--- src/rtl/serial_shift_ctrl_pkg.sv ---
// Shared definitions for the serial_shift_ctrl block.
//   - FSM state encoding (IDLE / SHIFT)
//   - cnt_width(): width of the per-word bit counter for a given word length
package serial_shift_ctrl_pkg;

    localparam logic ST_IDLE  = 1'b0;
    localparam logic ST_SHIFT = 1'b1;

    typedef enum logic {
        StIdle  = ST_IDLE,
        StShift = ST_SHIFT
    } state_e;

    // Bit counter must index 0..width-1; never narrower than one bit.
    function automatic int unsigned cnt_width(input int unsigned width);
        return (width < 2) ? 1 : $clog2(width);
    endfunction

endpackage

--- src/rtl/piso_shift_register.sv ---
// Parallel-load, serial-out shift register (MSB first).
// Ports:
//   clk      - rising-edge clock
//   rst      - synchronous active-high reset, clears the register
//   load     - capture din (has priority over shift)
//   shift    - shift left by one, zero fill
//   din      - parallel word
//   dout_msb - current MSB of the register
module piso_shift_register #(
    parameter int unsigned WIDTH = 4
) (
    input  logic             clk,
    input  logic             rst,
    input  logic             load,
    input  logic             shift,
    input  logic [WIDTH-1:0] din,
    output logic             dout_msb
);

    logic [WIDTH-1:0] shreg_q, shreg_d;

    always_comb begin
        shreg_d = shreg_q;
        if (load) begin
            shreg_d = din;
        end else if (shift) begin
            shreg_d = {shreg_q[WIDTH-2:0], 1'b0};
        end
    end

    always_ff @(posedge clk) begin
        if (rst) begin
            shreg_q <= '0;
        end else begin
            shreg_q <= shreg_d;
        end
    end

    assign dout_msb = shreg_q[WIDTH-1];

endmodule

--- src/rtl/serial_shift_ctrl.sv ---
// Serialiser controller: accepts WIDTH-bit words over valid/ready and emits them
// MSB-first, one bit per accepted output cycle, with a last-bit marker.
// Back-to-back words are reloaded on the last bit's cycle so there is no bubble.
// Ports:
//   clk, rst             - clock, synchronous active-high reset
//   in_data/valid/ready  - word input handshake
//   out_bit/valid/ready  - serial bit output handshake
//   out_last             - out_bit is bit 0 of the current word
//   busy                 - a frame is in flight
//   frames_sent          - wrapping count of fully transmitted words
module serial_shift_ctrl
    import serial_shift_ctrl_pkg::*;
#(
    parameter int unsigned WIDTH = 4,
    parameter int unsigned CNT_W = 8
) (
    input  logic             clk,
    input  logic             rst,
    input  logic [WIDTH-1:0] in_data,
    input  logic             in_valid,
    output logic             in_ready,
    output logic             out_bit,
    output logic             out_valid,
    output logic             out_last,
    input  logic             out_ready,
    output logic             busy,
    output logic [CNT_W-1:0] frames_sent
);

    localparam int unsigned   CW       = cnt_width(WIDTH);
    localparam logic [CW-1:0] LAST_IDX = CW'(WIDTH - 1);

    state_e           state_q, state_d;
    logic [CW-1:0]    cnt_q, cnt_d;
    logic [CNT_W-1:0] frames_q, frames_d;

    logic in_fire;
    logic out_fire;

    assign out_valid   = (state_q == StShift);
    assign busy        = out_valid;
    assign out_last    = out_valid & (cnt_q == LAST_IDX);
    assign in_ready    = (state_q == StIdle) | (out_last & out_ready);
    assign in_fire     = in_valid & in_ready;
    assign out_fire    = out_valid & out_ready;
    assign frames_sent = frames_q;

    always_comb begin
        state_d  = state_q;
        cnt_d    = cnt_q;
        frames_d = frames_q;
        unique case (state_q)
            StIdle: begin
                if (in_fire) begin
                    state_d = StShift;
                    cnt_d   = '0;
                end
            end
            StShift: begin
                if (out_fire) begin
                    if (!out_last) begin
                        cnt_d = cnt_q + 1'b1;
                    end else begin
                        frames_d = frames_q + 1'b1;
                        if (in_fire) begin
                            cnt_d = '0;
                        end else begin
                            state_d = StIdle;
                        end
                    end
                end
            end
            default: state_d = StIdle;
        endcase
    end

    always_ff @(posedge clk) begin
        if (rst) begin
            state_q  <= StIdle;
            cnt_q    <= '0;
            frames_q <= '0;
        end else begin
            state_q  <= state_d;
            cnt_q    <= cnt_d;
            frames_q <= frames_d;
        end
    end

    // Shifting on every accepted bit also clears the register after the last bit:
    // by then only the old bit 0 remains at the MSB, so one more shift leaves zero.
    // A reload in the same cycle wins because load has priority.
    piso_shift_register #(
        .WIDTH (WIDTH)
    ) u_piso (
        .clk      (clk),
        .rst      (rst),
        .load     (in_fire),
        .shift    (out_fire),
        .din      (in_data),
        .dout_msb (out_bit)
    );

endmodule

--- config.mk ---
export PLATFORM = sky130hd
export DESIGN_NAME = serial_shift_ctrl
export DESIGN_NICKNAME = d
export VERILOG_FILES = /design/src/rtl/serial_shift_ctrl_pkg.sv /design/src/rtl/piso_shift_register.sv /design/src/rtl/serial_shift_ctrl.sv
export SDC_FILE = /design/constraint.sdc
export NUM_CORES = 1
export LEC_CHECK = 0
export ABC_AREA = 1
export CELL_PAD_IN_SITES_DETAIL_PLACEMENT = 0
export CELL_PAD_IN_SITES_GLOBAL_PLACEMENT = 1
export CORE_MARGIN = 2
export CORE_UTILIZATION = 35
export CTS_BUF_LIST = sky130_fd_sc_hd__clkbuf_8
export DETAILED_ROUTE_END_ITERATION = 10
export PLACE_DENSITY_LB_ADDON = 0.1
export SYNTH_ARGS = -nofsm -noshare
export SYNTH_HDL_FRONTEND = slang
export SYNTH_SLANG_ARGS = --single-unit
--- constraint.sdc ---
create_clock -name clk -period 1.4 [get_ports clk]
set_input_delay 0.21 -clock clk [delete_from_list [all_inputs] [get_ports clk]]
set_output_delay 0.21 -clock clk [all_outputs]
set_load 0.02 [all_outputs]
==> results_dict.tcl, run 1 <==
set metrics [dict create \
    status "complete, no violations" \
    rsz0062_at_grt "false" \
    drt_iter0_drc 8 \
    io_pins 21 \
    synth_area_per_cell_sq_um 6.97 \
    ir_drop_v 0.000564 \
    grt_pass1_vias 718 \
    dieArea_sq_um 2750 \
    clk_latency_ns 0.24 \
    die_w_microns 52.5 \
    avgViaCountPerCell 4.44 \
    netlist_instances 118 \
    hp-start "frames_sent[4]$_SDFFE_PP0P_" \
    p_seq_share_pct 48.8 \
    synth-seq-cells 15 \
    fin_crit_sh_pct 96.1 \
    wl_per_cell_microns 10.0 \
    slowest_delay_ns 0.39 \
    switching_share_pct 24.4 \
    pwr-share-comb_pct 14.6 \
    r2r_start "cnt_q[0]$_SDFFE_PP0P_" \
    skew_ns 0.00134 \
    dpl.hpwl_mm 1.36 \
    dpl_cell_area_sq_um 1100 \
    gp_congestion 0.766 \
    drv_cap 0 \
    critPathRequiredTime_ns 1.19 \
    setup_viol 0 \
    layout_common_cells "nand2_1, inv_1, dfxtp_1" \
    ys_top_cells_by_area "dfxtp_1, nand2_1, inv_1" \
    cp_slowest_cell "dfxtp_1" \
    cts_tree "done" \
    grt_max_degree 12 \
    r2r_slack_ns 0.12 \
    rr_endpoint "frames_sent[6]$_SDFFE_PP0P_" \
    hold_viol_final 0 \
    grt.total_usage_pct 14.5 \
    synth_area_sq_um 822 \
    p_leak_nw 0.621 \
    crit_fanout 8 \
    cts_buffers 3 \
    syn_nets 128 \
    cts_root_buf "clkbuf_8" \
    synth_top_area_share_pct 36.5 \
    wirelength_mm 1.76 \
    cts_num_sinks 15 \
    yosysTopAreaCell "dfxtp_1" \
    period_minus_slack_ns 1.35 \
    num_vias 781 \
    min_path_type "flop to flop" \
    worst_pin_slew_ns 0.333 \
    layout_commonest_cell "nand2_1" \
    ys_types 22 \
    design_area_sq_um 1160 \
    slew_viol_final 0 \
    clockPowerShare_pct 36.6 \
    r2r_cells 7 \
    crit_chain "buf_4 -> clkdlybuf4s15_1" \
    antenna_found_initial 0 \
    area_growth_pct 41.2 \
    crit_arrival_ns 1.14 \
    diodes 0 \
    drt_pass1_iterations 4 \
    switchingPower_w 0.000227 \
    rows 17 \
    start_kind "flop" \
    start_util_pct 37.2 \
    slew_headroom_pct 77.8 \
    powerDensity_nw_per_um2 801 \
    post-cts-setup-buffers 0 \
    antenna_left 0 \
    portBuffers 20 \
    whs_path_depth 2 \
    ys_seq_area_share_pct 36.5 \
    remaining_drc_errors 0 \
    hold-path-endpoint "frames_sent[4]$_SDFFE_PP0P_" \
    h-tree-depth 1 \
    grt-ovfl-total 0 \
    critPathKind "flop to output pin" \
    core_area_sq_um 2210 \
    fin_util_pct 52.5 \
    fin_nets 159 \
    end_kind "output pin" \
    grt_pass1_wl_mm 2.96 \
    die_h_microns 52.5 \
    ys_warn_count 0 \
    p_int_w 0.000702 \
    cts.path.max_buffers 2 \
    fmaxAchievable_mhz 743 \
    path_clk_slew_ns 0.06 \
    drive_above_1_share_pct 18.2 \
]
worst max path at each step:
stage	from	end	slack (ns)	depth (start not counted)
detailed placement	out_ready	in_ready	-0.30	4
finish	busy$_SDFF_PP0_	busy	0.05	2
CTS	u_piso.shreg_q[3]$_SDFFE_PP0P_	out_bit	0.0005	1
floorplan	frames_sent[0]$_SDFFE_PP0P_	frames_sent[6]$_SDFFE_PP0P_	0.09	6
global placement	out_ready	in_ready	-0.29	4
global route	busy$_SDFF_PP0_	busy	0.002	2
cell families after synthesis:
group / Yosys count / share of synthesized area, %
simple gates: 56 / 34.9
buf+inv: 28 / 14.2
compound gates: 17 / 11.4
flops: 15 / 36.5
fa+ha+maj: 2 / 3.04
through the flow:
stage / total power (W) / setup slack (ns) / instances / hold WS [ns] / setup TNS (ns)
after floorplan: 0.000537 / 0.0904 / 118 / 0.279 / 0
after global placement: 0.000597 / -0.291 / 172 / 0.449 / -1.43
after detailed placement: 0.000599 / -0.295 / 172 / 0.452 / -1.76
after CTS: 0.000944 / 0.000481 / 176 / 0.463 / 0
after global routing: 0.000977 / 0.00152 / 176 / 0.496 / 0
final: 0.000929 / 0.0541 / 176 / 0.457 / 0
sequential cells by signal (all words and copies together), names as in the netlist:
| signal | count |
|---|---|
| cnt_q | 2 |
| frames_sent | 8 |
| u_piso.shreg_q | 4 |
| busy | 1 |
routing by layer:
metal  GRT usage (%)  wire length [microns]  vias up
li1                -                      -      422
met5               0                      0        -
met2            24.0                    824       14
met1            18.4                    864      343
met4            5.13                      9        0
met3            3.43                     65        2
synth_stat cells:
cell type	count
nand2_1	36
nand3b_4	1
o21ai_0	6
nor2_1	4
o21bai_2	1
o21a_1	1
inv_1	24
nand3b_1	1
nand2_4	2
buf_4	1
a21oi_1	9
nand3_1	7
nand3_4	1
nor2_2	1
nand4_1	1
dfxtp_1	15
inv_2	1
ha_1	2
nor3_4	1
buf_6	1
clkbuf_1	1
nor3_1	1
power groups by stage:
| stage | clock network (W) | registers (W) | logic, W |
|---|---|---|---|
| 6_report | 0.000340 | 0.000454 | 0.000136 |
| 5_1_grt | 0.000372 | 0.000454 | 0.000151 |
| 4_1_cts | 0.000354 | 0.000453 | 0.000137 |
| 3_5_place_dp | 0 | 0.000461 | 0.000139 |
| 3_3_place_gp | 0 | 0.000460 | 0.000137 |
| 2_1_floorplan | 0 | 0.000464 | 0.0000728 |
critical path: cells and delay by family (launching register included):
kind	cells	cell delay (ns)
buf+inv	2	0.50
flops	1	0.39
cell type report:
| type | instances | area (sq um) |
|---|---|---|
| multi-input cells | 75 | 422 |
| fillers | 229 | 1050 |
| well taps | 28 | 35.0 |
| inverters | 25 | 96.3 |
| flip-flops and latches | 15 | 303 |
| clock inverters | 1 | 3.75 |
| repair buffers | 29 | 260 |
| clock buffers | 3 | 41.3 |
what timing repair did:
item                                    CTS  global route
endpoints found under the setup margin   12            10
resized for setup                        20             9
hold buffers                              0             0
pin swaps                                 1             2
Power figures use the tool's default switching activity.
==> inputs of run 2 (changes only) <==
Settings changed: SETUP_SLACK_MARGIN set to 0.3, SLEW_MARGIN set to 20.
==> run 2 against run 1 <==
Utilization increased by 2.4 points; die area unchanged; register-to-register slack got worse by 0.04 ns; total power increased by 2.9%; combinational power increased by 5%; global-route usage decreased by 0.17 points; sequential cell count unchanged; critical endpoint is now frames_sent[4]$_SDFFE_PP0P_; largest power group unchanged.
==> results_dict.tcl, run 2 (synthesis gave the netlist of run 1 again) <==
set metrics [dict create \
    fin_setup_tns_ns 0 \
    crit_start "cnt_q[1]$_SDFFE_PP0P_" \
    cts_buffers 3 \
    powerDensity_nw_per_um2 788 \
    area_growth_pct 47.6 \
    grt-ovfl-total 0 \
    grt_pass1_vias 657 \
    gp_congestion 0.767 \
    r2r_slack_ns 0.08 \
    fin_crit_sh_pct 94.0 \
    h-tree-depth 1 \
    slew_headroom_pct 77.9 \
    hp-start "frames_sent[4]$_SDFFE_PP0P_" \
    dieArea_sq_um 2750 \
    total_power_w 0.000956 \
    drt_iter0_drc 13 \
    slew_viol_final 0 \
    layout_common_cells "nand2_1, inv_1, dfxtp_1, buf_2, buf_4" \
    hold_viol_final 0 \
    io_pins 21 \
    dpl_cell_area_sq_um 1100 \
    r2r_start "cnt_q[1]$_SDFFE_PP0P_" \
    rows 17 \
    crit_arrival_ns 1.46 \
    die_h_microns 52.5 \
    antenna_left 0 \
    clk_latency_ns 0.25 \
    busiest_layer "met1" \
    status "complete, no violations" \
    p_leak_nw 0.625 \
    cts_root_buf "clkbuf_8" \
    fin_nets 163 \
    fin_cells 180 \
    start_util_pct 37.2 \
    ir_drop_v 0.000602 \
    diodes 0 \
    use_met2_pct 18.8 \
    num_vias 779 \
    end_kind "flop" \
    cts_num_sinks 15 \
    fmaxAchievable_mhz 760 \
    dpl.hpwl_mm 1.22 \
    largest_register_ffs 8 \
    portBuffers 20 \
    critPathKind "flop to flop" \
    path_clk_slew_ns 0.07 \
    crit_fanout 4 \
    avgViaCountPerCell 4.33 \
    grt_pass1_wl_mm 2.90 \
    grt_max_degree 12 \
    period_minus_slack_ns 1.32 \
    cts.path.max_buffers 2 \
    critPathRequiredTime_ns 1.54 \
    remaining_drc_errors 0 \
    grt.total_usage_pct 14.4 \
    placed_cells 170 \
    die_w_microns 52.5 \
    design_area_sq_um 1210 \
    grt_util_met3_pct 4.57 \
    core_area_sq_um 2210 \
    start_kind "flop" \
    drv_cap 0 \
    wirelength_mm 1.79 \
    wl_per_cell_microns 9.94 \
    setup_viol 0 \
    use_met1_pct 21.6 \
    rsz0062_at_grt "true" \
    skew_ns 0.00234 \
    drt_pass1_iterations 4 \
    worst_pin_slew_ns 0.331 \
    antenna_found_initial 0 \
    fin_util_pct 54.9 \
    drive_above_1_share_pct 38.8 \
    layout_commonest_cell "nand2_1" \
    min_path_type "flop to flop" \
    cts_tree "done" \
]
## run 2: worst paths after layout
path | to | cells after the start
setup / recovery | frames_sent[4]$_SDFFE_PP0P_ | 8
hold / removal | frames_sent[4]$_SDFFE_PP0P_ | 2
setup reg to reg | frames_sent[4]$_SDFFE_PP0P_ | 8
hold reg to reg | frames_sent[4]$_SDFFE_PP0P_ | 2
## run 2: timing repair
| item | CTS | global route |
|---|---|---|
| hold buffers | 0 | 0 |
| pin swaps | 7 | 6 |
| endpoints found under the setup margin | 26 | 19 |
| gates resized for setup | 58 | 18 |
| buffers inserted | 3 | 3 |
| hold endpoints to repair | 0 | 0 |
## run 2: metrics by stage
step	hold slack, ns	setup slack (ns)
CTS	0.476	0.122
global route	0.491	0.0337
finish	0.469	0.0839
floorplan	0.272	0.244
detailed placement	0.455	-0.318
global placement	0.447	-0.320
## run 2: metal layers
| metal | share of wire [%] | up-vias |
|---|---|---|
| li1 | - | 427 |
| met3 | 4.6 | 2 |
| met2 | 42 | 12 |
| met4 | 0.89 | 0 |
| met5 | 0 | - |
| met1 | 52 | 338 |
## run 2: cell type report
type                       instances  area, sq um
sequential                        15          312
multi-input combinational         75          467
clock buffer                       3         41.3
clock inverter                     1         5.00
fill                             229          998
inverter                          25         98.8
timing repair buffer              33          255
tap                               28         35.0
## run 2: critical path, stage by stage, from the launching register on
cell	delay, ns
dfxtp_2	0.36
ha_4	0.16
nand3_4	0.08
buf_6	0.14
nor3_4	0.18
buf_4	0.16
nand2_1	0.05
nand2_1	0.05
a21oi_1	0.04
## run 2: report_power, final
group	switching, W	total, W	internal (W)
logic	0.0000741	0.000143	0.0000692
registers	0.0000132	0.000454	0.000440
clock network	0.000162	0.000359	0.000197
total	0.000250	0.000956	0.000706
